`src/rtl/issue_sched_if.sv`:
```
// Handshake bundle between a reservation station (master) and its issue scheduler (slave).
`ifndef XLEN
`define XLEN 32
`endif

interface issue_sched_if #(
    parameter int unsigned N    = 16,
    parameter int unsigned IDXW = 4,
    parameter int unsigned AGEW = `XLEN
);
    localparam int unsigned CNTW = 16;

    logic [N-1:0]            req;
    logic [N-1:0][AGEW-1:0]  age;
    logic                    flush;
    logic                    fu_ready;
    logic [N-1:0]            gnt;
    logic                    issue_valid;
    logic [IDXW-1:0]         issue_idx;
    logic [AGEW-1:0]         issue_age;
    logic [CNTW-1:0]         issue_cnt;

    modport master (
        output req, age, flush, fu_ready,
        input  gnt, issue_valid, issue_idx, issue_age, issue_cnt
    );

    modport slave (
        input  req, age, flush, fu_ready,
        output gnt, issue_valid, issue_idx, issue_age, issue_cnt
    );
endinterface

```
`src/rtl/issue_sched.sv`:
```
// Oldest-first issue scheduler: picks the oldest ready RS entry into a one-deep
// registered issue slot that drains into a functional unit.
`ifndef XLEN
`define XLEN 32
`endif

module issue_sched #(
    parameter int unsigned N    = 16,
    parameter int unsigned IDXW = 4,
    parameter int unsigned AGEW = `XLEN
) (
    input  logic         clock,
    input  logic         reset_n,
    issue_sched_if.slave bus
);
    localparam int unsigned CNTW = 16;

    typedef enum logic {
        EMPTY = 1'b0,
        FULL  = 1'b1
    } state_t;

    state_t          state_q, state_d;
    logic [IDXW-1:0] idx_q, idx_d;
    logic [AGEW-1:0] age_q, age_d;
    logic [CNTW-1:0] cnt_q, cnt_d;

    logic            sel_valid;
    logic [IDXW-1:0] sel_idx;
    logic [AGEW-1:0] sel_age;
    logic            load_c;
    logic            drain_c;

    // Oldest requester wins; strict compare keeps ties on the lowest index.
    // Ages of idle entries are never looked at, so unknowns there cannot leak.
    always_comb begin
        sel_valid = 1'b0;
        sel_idx   = '0;
        sel_age   = '0;
        for (int unsigned i = 0; i < N; i++) begin
            if (bus.req[i]) begin
                if (!sel_valid || (bus.age[i] < sel_age)) begin
                    sel_valid = 1'b1;
                    sel_idx   = IDXW'(i);
                    sel_age   = bus.age[i];
                end
            end
        end
    end

    assign drain_c = (state_q == FULL) && bus.fu_ready && !bus.flush;
    assign load_c  = reset_n && !bus.flush && sel_valid &&
                     ((state_q == EMPTY) || bus.fu_ready);

    assign bus.gnt = load_c ? (N'(1) << sel_idx) : '0;

    // Slot state, payload and accepted-issue counter.
    always_comb begin
        state_d = state_q;
        idx_d   = idx_q;
        age_d   = age_q;
        cnt_d   = cnt_q;

        if (drain_c) begin
            cnt_d = cnt_q + CNTW'(1);
        end

        if (bus.flush) begin
            state_d = EMPTY;
        end else if (load_c) begin
            state_d = FULL;
            idx_d   = sel_idx;
            age_d   = sel_age;
        end else if (drain_c) begin
            state_d = EMPTY;
        end
    end

    always_ff @(posedge clock) begin
        if (!reset_n) begin
            state_q <= EMPTY;
            idx_q   <= '0;
            age_q   <= '0;
            cnt_q   <= '0;
        end else begin
            state_q <= state_d;
            idx_q   <= idx_d;
            age_q   <= age_d;
            cnt_q   <= cnt_d;
        end
    end

    assign bus.issue_valid = (state_q == FULL);
    assign bus.issue_idx   = idx_q;
    assign bus.issue_age   = age_q;
    assign bus.issue_cnt   = cnt_q;

    gnt_onehot_a: assert property (@(posedge clock) $onehot0(bus.gnt));
    gnt_flush_a:  assert property (@(posedge clock) bus.flush |-> (bus.gnt == '0));
    gnt_reset_a:  assert property (@(posedge clock) !reset_n |-> (bus.gnt == '0));

endmodule

```
`src/flat_wrapper.sv`:
```
// flat-port wrapper written by rule: the top's interface ports become plain ports
module issue_sched_flat 
#(
    parameter int unsigned N    = 16,
    parameter int unsigned IDXW = 4,
    parameter int unsigned AGEW = `XLEN
)
  (clock, reset_n, bus_req, bus_age, bus_flush, bus_fu_ready, bus_gnt, bus_issue_valid, bus_issue_idx, bus_issue_age, bus_issue_cnt);
  issue_sched_if #(.N(N), .IDXW(IDXW), .AGEW(AGEW)) bus_i ();
  input  logic clock;
  input  logic reset_n;
  input wire logic [$bits(bus_i.req)-1:0] bus_req;
  input wire logic [$bits(bus_i.age)-1:0] bus_age;
  input wire logic [$bits(bus_i.flush)-1:0] bus_flush;
  input wire logic [$bits(bus_i.fu_ready)-1:0] bus_fu_ready;
  output wire logic [$bits(bus_i.gnt)-1:0] bus_gnt;
  output wire logic [$bits(bus_i.issue_valid)-1:0] bus_issue_valid;
  output wire logic [$bits(bus_i.issue_idx)-1:0] bus_issue_idx;
  output wire logic [$bits(bus_i.issue_age)-1:0] bus_issue_age;
  output wire logic [$bits(bus_i.issue_cnt)-1:0] bus_issue_cnt;
  assign bus_i.req = bus_req;
  assign bus_i.age = bus_age;
  assign bus_i.flush = bus_flush;
  assign bus_i.fu_ready = bus_fu_ready;
  assign bus_gnt = bus_i.gnt;
  assign bus_issue_valid = bus_i.issue_valid;
  assign bus_issue_idx = bus_i.issue_idx;
  assign bus_issue_age = bus_i.issue_age;
  assign bus_issue_cnt = bus_i.issue_cnt;
  issue_sched #(.N(N), .IDXW(IDXW), .AGEW(AGEW)) u_core (.clock(clock), .reset_n(reset_n), .bus(bus_i));
endmodule
```
`config.mk`:
```
export PLATFORM = sky130hd
export DESIGN_NAME = issue_sched_flat
export DESIGN_NICKNAME = d
export VERILOG_FILES = /design/src/rtl/issue_sched_if.sv /design/src/rtl/issue_sched.sv /design/src/flat_wrapper.sv
export SDC_FILE = /design/constraint.sdc
export NUM_CORES = 1
export LEC_CHECK = 0
export CAP_MARGIN = 20
export CORE_AREA = 2 2 233 235
export DETAILED_ROUTE_END_ITERATION = 12
export DIE_AREA = 0 0 235 237
export PLACE_DENSITY_LB_ADDON = 0.08
export RECOVER_POWER = 100
export SYNTH_ARGS = -nofsm -noshare
export SYNTH_HDL_FRONTEND = slang
export SYNTH_SLANG_ARGS = --single-unit
```
`constraint.sdc`:
```
create_clock -name clock -period 74.4 [get_ports clock]
set_clock_uncertainty 0.15 [all_clocks]
set_input_delay 14.88 -clock clock [delete_from_list [all_inputs] [get_ports clock]]
set_output_delay 14.88 -clock clock [all_outputs]
set_load 0.02 [all_outputs]
```
# Word-level counts from Yosys, hierarchy flattened
# Cells that the tools add are included.
[totals]
in_bits = 532
mem_count = 0
latch_bits = 0
romBits = 0
output_inout_bits = 69
ff_bits = 53
ram_bits = 0
[classes]
n_addsub = 1
multipliers = 0
n_eq_ne = 0
muxes = 95
n_bitwise = 3
div_mod_pow = 0
n_lt_le_gt_ge = 15
shift = 1
n_reduce_logical = 40
[ops]
columns = ["op", "n"]
rows = [
  ["2-to-1 mux 32 bit", 31],
  ["< comparator 32 bit", 15],
  ["2-to-1 mux 4 bit", 29],
  ["2-to-1 mux 1 bit", 34],
  ["adder 16 x 1 -> 16 bit (second input constant)", 1],
  ["logical NOT 1 bit", 16],
  ["logical OR 1 bit", 16],
  ["2-to-1 mux 16 bit", 1],
  ["<< shifter 1 x 4 -> 16 bit (first input constant)", 1],
  ["logical AND 1 bit", 5],
  ["inverter 1 bit", 3],
  ["AND reduction 2 bit", 1],
  ["nonzero test 2 bit", 1],
  ["OR reduction 2 bit", 1],
]

# Logic depth before layout (Yosys ltp)
[logic_depth]
depth_word = 64
depth_mapped = 263

# Worst setup path after synthesis
# OpenSTA, ideal clock, no wires.
[synth_timing]
kind = "input-to-output"
from = "in bus_req[0]"
to = "out bus_gnt[15]"
path_slack_ns = -0.098
required_time_ns = 59.370
stages = 252
arrival_time_ns = 59.468
cell_sequence = "clkbuf_1 > clkbuf_1 > buf_1 > nand2_1 > ha_1 > a21o_1 > a221o_1 > a221oi_2 > and2_1 > a21boi_0 > nor2_1 > clkbuf_1 > a2bb2oi_1 > ha_1 > a2111oi_0 > o21ai_1 > o22a_1 > a22oi_1 > (+216 left out) > nor2b_1 > o21ai_0 > nand2b_1 > a21oi_1 > nor2b_1 > o21ai_0 > nand2b_1 > a21oi_1 > o21ai_0 > a21oi_1 > nor2b_1 > o32ai_1 > and2_1 > nor4b_1 > a31oi_1 > buf_4 > buf_6 > nor2_1"
[synth_via]
elab_chain_cells = 64
[synth_rtl]
columns = ["element", "line", "rtl"]
rows = [
  ["from (decl)", "flat_wrapper.sv:12", "input wire logic [$bits(bus_i.req)-1:0] bus_req;"],
  ["2-to-1 mux 32 bit or 2-to-1 mux 1 bit (tied branches)", "issue_sched.sv:41", "if (bus.req[i]) begin"],
  ["< comparator 32 bit or logical NOT 1 bit (tied branches)", "issue_sched.sv:42", "if (!sel_valid || (bus.age[i] < sel_age)) begin"],
  ["logical OR 1 bit", "issue_sched.sv:42", ""],
  ["2-to-1 mux 32 bit or 2-to-1 mux 1 bit (tied branches)", "issue_sched.sv:42", ""],
  ["2-to-1 mux 32 bit or 2-to-1 mux 1 bit (tied branches)", "issue_sched.sv:41", ""],
  ["< comparator 32 bit or logical NOT 1 bit (tied branches)", "issue_sched.sv:42", ""],
  ["logical OR 1 bit", "issue_sched.sv:42", ""],
  ["2-to-1 mux 32 bit or 2-to-1 mux 1 bit (tied branches)", "issue_sched.sv:42", ""],
  ["(+47 left out)", "--", ""],
  ["2-to-1 mux 32 bit or 2-to-1 mux 1 bit (tied branches)", "issue_sched.sv:42", ""],
  ["2-to-1 mux 32 bit or 2-to-1 mux 1 bit (tied branches)", "issue_sched.sv:41", ""],
  ["< comparator 32 bit or logical NOT 1 bit (tied branches)", "issue_sched.sv:42", ""],
  ["logical OR 1 bit", "issue_sched.sv:42", ""],
  ["2-to-1 mux 1 bit", "issue_sched.sv:42", ""],
  ["2-to-1 mux 1 bit", "issue_sched.sv:41", ""],
  ["logical AND 1 bit (2 in series)", "issue_sched.sv:52", "assign load_c = reset_n && !bus.flush && sel_valid &&"],
  ["2-to-1 mux 16 bit (*)", "issue_sched.sv:55", "assign bus.gnt = load_c ? (N'(1) << sel_idx) : '0;"],
  ["to (decl)", "flat_wrapper.sv:16", "output wire logic [$bits(bus_i.gnt)-1:0] bus_gnt;"],
]
# Every way passes the cells marked *; elsewhere a longest branch is shown, timed or not.

# Final worst setup path
[layout_timing]
from = "in bus_age[25]"
to = "out bus_gnt[9]"
[layout_via]
elab_chain_cells = 64
[layout_rtl]
columns = ["element", "line", "rtl"]
rows = [
  ["from (decl)", "flat_wrapper.sv:13", "input wire logic [$bits(bus_i.age)-1:0] bus_age;"],
  ["2-to-1 mux 32 bit (*)", "issue_sched.sv:41", ""],
  ["< comparator 32 bit", "issue_sched.sv:42", ""],
  ["logical OR 1 bit", "issue_sched.sv:42", ""],
  ["2-to-1 mux 32 bit or 2-to-1 mux 1 bit (tied branches)", "issue_sched.sv:42", ""],
  ["2-to-1 mux 32 bit or 2-to-1 mux 1 bit (tied branches)", "issue_sched.sv:41", ""],
  ["< comparator 32 bit or logical NOT 1 bit (tied branches)", "issue_sched.sv:42", ""],
  ["logical OR 1 bit", "issue_sched.sv:42", ""],
  ["2-to-1 mux 32 bit or 2-to-1 mux 1 bit (tied branches)", "issue_sched.sv:42", ""],
  ["(+47 left out)", "--", ""],
  ["2-to-1 mux 32 bit or 2-to-1 mux 1 bit (tied branches)", "issue_sched.sv:42", ""],
  ["2-to-1 mux 32 bit or 2-to-1 mux 1 bit (tied branches)", "issue_sched.sv:41", ""],
  ["< comparator 32 bit or logical NOT 1 bit (tied branches)", "issue_sched.sv:42", ""],
  ["logical OR 1 bit", "issue_sched.sv:42", ""],
  ["2-to-1 mux 1 bit", "issue_sched.sv:42", ""],
  ["2-to-1 mux 1 bit", "issue_sched.sv:41", ""],
  ["logical AND 1 bit (2 in series)", "issue_sched.sv:52", ""],
  ["2-to-1 mux 16 bit (*)", "issue_sched.sv:55", ""],
]
# Marked as above.

==> flow_metrics.env <==
export IMPL_synth_most_common_cell="ha_1"
export IMPL_syn_area_per_cell_um2=6.95
export IMPL_worst_pin_slew_ps=2290
export IMPL_postSynthCellCount=2868
export IMPL_clock_latency_ps=300
export IMPL_dpl_hpwl_mm=83.8
export IMPL_slew_headroom=-0.527
export IMPL_io_buffers=600
export IMPL_die_height_um=237
export IMPL_die_w_um=235
export IMPL_cts_buffers=5
export IMPL_synth_top_area_cell="ha_1"
export IMPL_maxCapViolCount=1
export IMPL_cts_max_level=2
export IMPL_dr_pass1_iters=5
export IMPL_setup_viol=0
export IMPL_cts_sinks=53
export IMPL_synth_seq_cells=53
export IMPL_async_flop_share=0
export IMPL_cts_root_buf="clkbuf_16"
export IMPL_hold_buffers=0
export IMPL_outcome="finished, violations left"
export IMPL_ys_warn_count=0
export IMPL_period_minus_slack_ps=72380
export IMPL_cts_buffer_depth=2
export IMPL_violations="max-capacitance violations, max-slew violations"
export IMPL_seq_area_frac_synth=0.0532
export IMPL_utilization=0.544
export IMPL_synth_fp_nets=3853
export IMPL_maxSlewViolCount=34
export IMPL_min_path_type="reg2reg"
export IMPL_num_rows=85
export IMPL_drt_iter0_markers=1576
export IMPL_gp_congestion=0.998
export IMPL_finalCritPeriodShare=0.973
export IMPL_die_area_mm2=0.0557
export IMPL_worst_path_max_fanout=31
export IMPL_yosys_top_cells_count="453 x ha_1, 324 x nand2_1, 310 x a21oi_1"
export IMPL_synthFlopType="dfxtp_1"
export IMPL_yosysUniqueCellTypes=97
export IMPL_grt_pass1_wl_mm=143
export IMPL_grt_overflow=0
export IMPL_dr_total_vias=24900
export IMPL_crit_top_cell="a21oi_1"
export IMPL_critPathMaxStageDelay_ps=640
export IMPL_core_area_mm2=0.0533
export IMPL_wl_per_cell_um=23.6
export IMPL_io_pins=601
export IMPL_start_util=0.374
export IMPL_synth_top_cell_area_share=0.284
export IMPL_ant_nets=0
export IMPL_grt_max_degree=67
export IMPL_path_class="in2out"
export IMPL_startpoint_type="input port"
export IMPL_clock_fmax_ghz=0.0138
export IMPL_drt_total_wl_mm=99.3
export IMPL_syn_area_mm2=0.0199
export IMPL_yosys_top_cells_area="ha_1 28%, a21oi_1 7.8%, o21ai_0 7.4%"
export IMPL_cpMaxStageDelayCell="or4_1"
export IMPL_drc_errors=0
export IMPL_grt_pass1_vias=23900
export IMPL_antenna_found_initial=28
export IMPL_viasPerCell=5.92
export IMPL_critical_path_required_ps=59370
export IMPL_area_growth_pct=45.5
export IMPL_synth_edff_count=0
export IMPL_track_usage=0.328
export IMPL_cts_tree="done"
export IMPL_path_clk_slew_ps=80
export IMPL_drive_gt1_frac=0.0973
export IMPL_cp_arrival_ps=57350
export IMPL_hold_violations=0
export IMPL_nets=4490
export IMPL_cp_end_kind="primary output"
## metal layers
layer  vias to the layer above  routed length [µm]  GRT usage
met4                        30                3280      0.103
met3                       191                6310     0.0514
met1                     11800               40900      0.398
li1                      11900                   -          -
met5                         -                 207          0
met2                      1028               48600      0.589
## cell usage in the layout (no fill, tap or decap), types with 14 or more instances in the layout
master | netlist | final
clkdlybuf4s50_1 | 0 | 526
ha_1 | 453 | 453
nand2_1 | 324 | 319
a21oi_1 | 310 | 286
o21ai_0 | 294 | 255
inv_1 | 230 | 229
nor2_1 | 183 | 179
buf_4 | 2 | 104
mux2i_1 | 128 | 97
nand4_1 | 87 | 87
a21o_1 | 83 | 82
nor2b_1 | 59 | 58
dlygate4sd3_1 | 0 | 56
dfxtp_1 | 53 | 53
nand2b_1 | 41 | 41
nor3_1 | 45 | 39
nand3_1 | 42 | 38
a22o_1 | 33 | 33
o22ai_1 | 32 | 32
o21ai_1 | 8 | 30
o211ai_1 | 20 | 20
a21oi_2 | 1 | 20
o21ai_2 | 3 | 17
mux2i_2 | 0 | 17
clkbuf_16 | 0 | 17
o21a_1 | 16 | 15
and4_1 | 15 | 15
diode_2 | 0 | 14
a2bb2oi_1 | 18 | 14
mux2i_4 | 0 | 14
dlymetal6s2s_1 | 0 | 14
## logic make-up (layout without fill, tap and decap cells)
family / Yosys count / count (layout) / share of synthesized area
AOI/OAI and AO/OA: 966 / 967 / 0.301
and+or+nand+nor: 898 / 903 / 0.218
adders and majority gates: 455 / 455 / 0.285
buffers and inverters: 345 / 977 / 0.0674
muxes: 136 / 136 / 0.0690
DFF: 53 / 53 / 0.0532
xor gates and xnor gates: 15 / 15 / 0.00659
other: 0 / 14 / 0
## critical path, delay by kind of cell
family | cells | cell delay [ps]
compound gates | 101 | 18720
simple gates | 66 | 12040
buf+inv | 32 | 5800
fa+ha+maj | 15 | 4490
mux | 4 | 1260
## final timing paths
kind | from | endpoint | slack (ps) | cells past startpoint
max | bus_age[25] | bus_gnt[9] | 2020 | 218
min | u_core.bus.issue_age[26]$_SDFFE_PN0P_ | u_core.bus.issue_age[26]$_SDFFE_PN0P_ | 330 | 1
min reg2reg | u_core.bus.issue_age[26]$_SDFFE_PN0P_ | u_core.bus.issue_age[26]$_SDFFE_PN0P_ | 330 | 1
max reg2reg | u_core.bus.issue_cnt[3]$_SDFFE_PN0P_ | u_core.bus.issue_cnt[15]$_SDFFE_PN0P_ | 72350 | 7
## flip-flops by register name, summed over array words and instances (netlist names)
register / count
u_core.bus.issue_age: 32
u_core.bus.issue_cnt: 16
u_core.bus.issue_idx: 4
u_core.bus.issue_valid: 1
## final cells by class
type	instances	area (µm²)
clock inverters	3	25.0
well taps	696	871
diodes	14	35.0
multi-input cells	2476	18600
fillers	5115	24300
inverters	231	867
repair buffers	738	7440
clock buffers	5	125
flip-flops and latches	53	1060
## stage by stage
stage                     hold slack, ps  instances  cell area (µm²)  setup slack [ps]  TNS [ps]
after floorplan                      398       2868            19900               168         0
after global placement               308       4119            27000             -1290    -18400
after detailed placement             314       4119            27000             -2440    -36650
after CTS                            333       4142            27500              6.88         0
after global routing                 345       4214            29000              -245     -2950
final                                328       4216            29000              2020         0
## timing repair
item	4_1_cts	5_1_grt
setup buffers	11	43
cloned	4	16
gates resized for setup	55	200
setup endpoints to repair	16	16
pin swaps	7	44
Power is not shown: default switching activity piles up to over one toggle a cycle in this logic, so the estimate is an artifact.
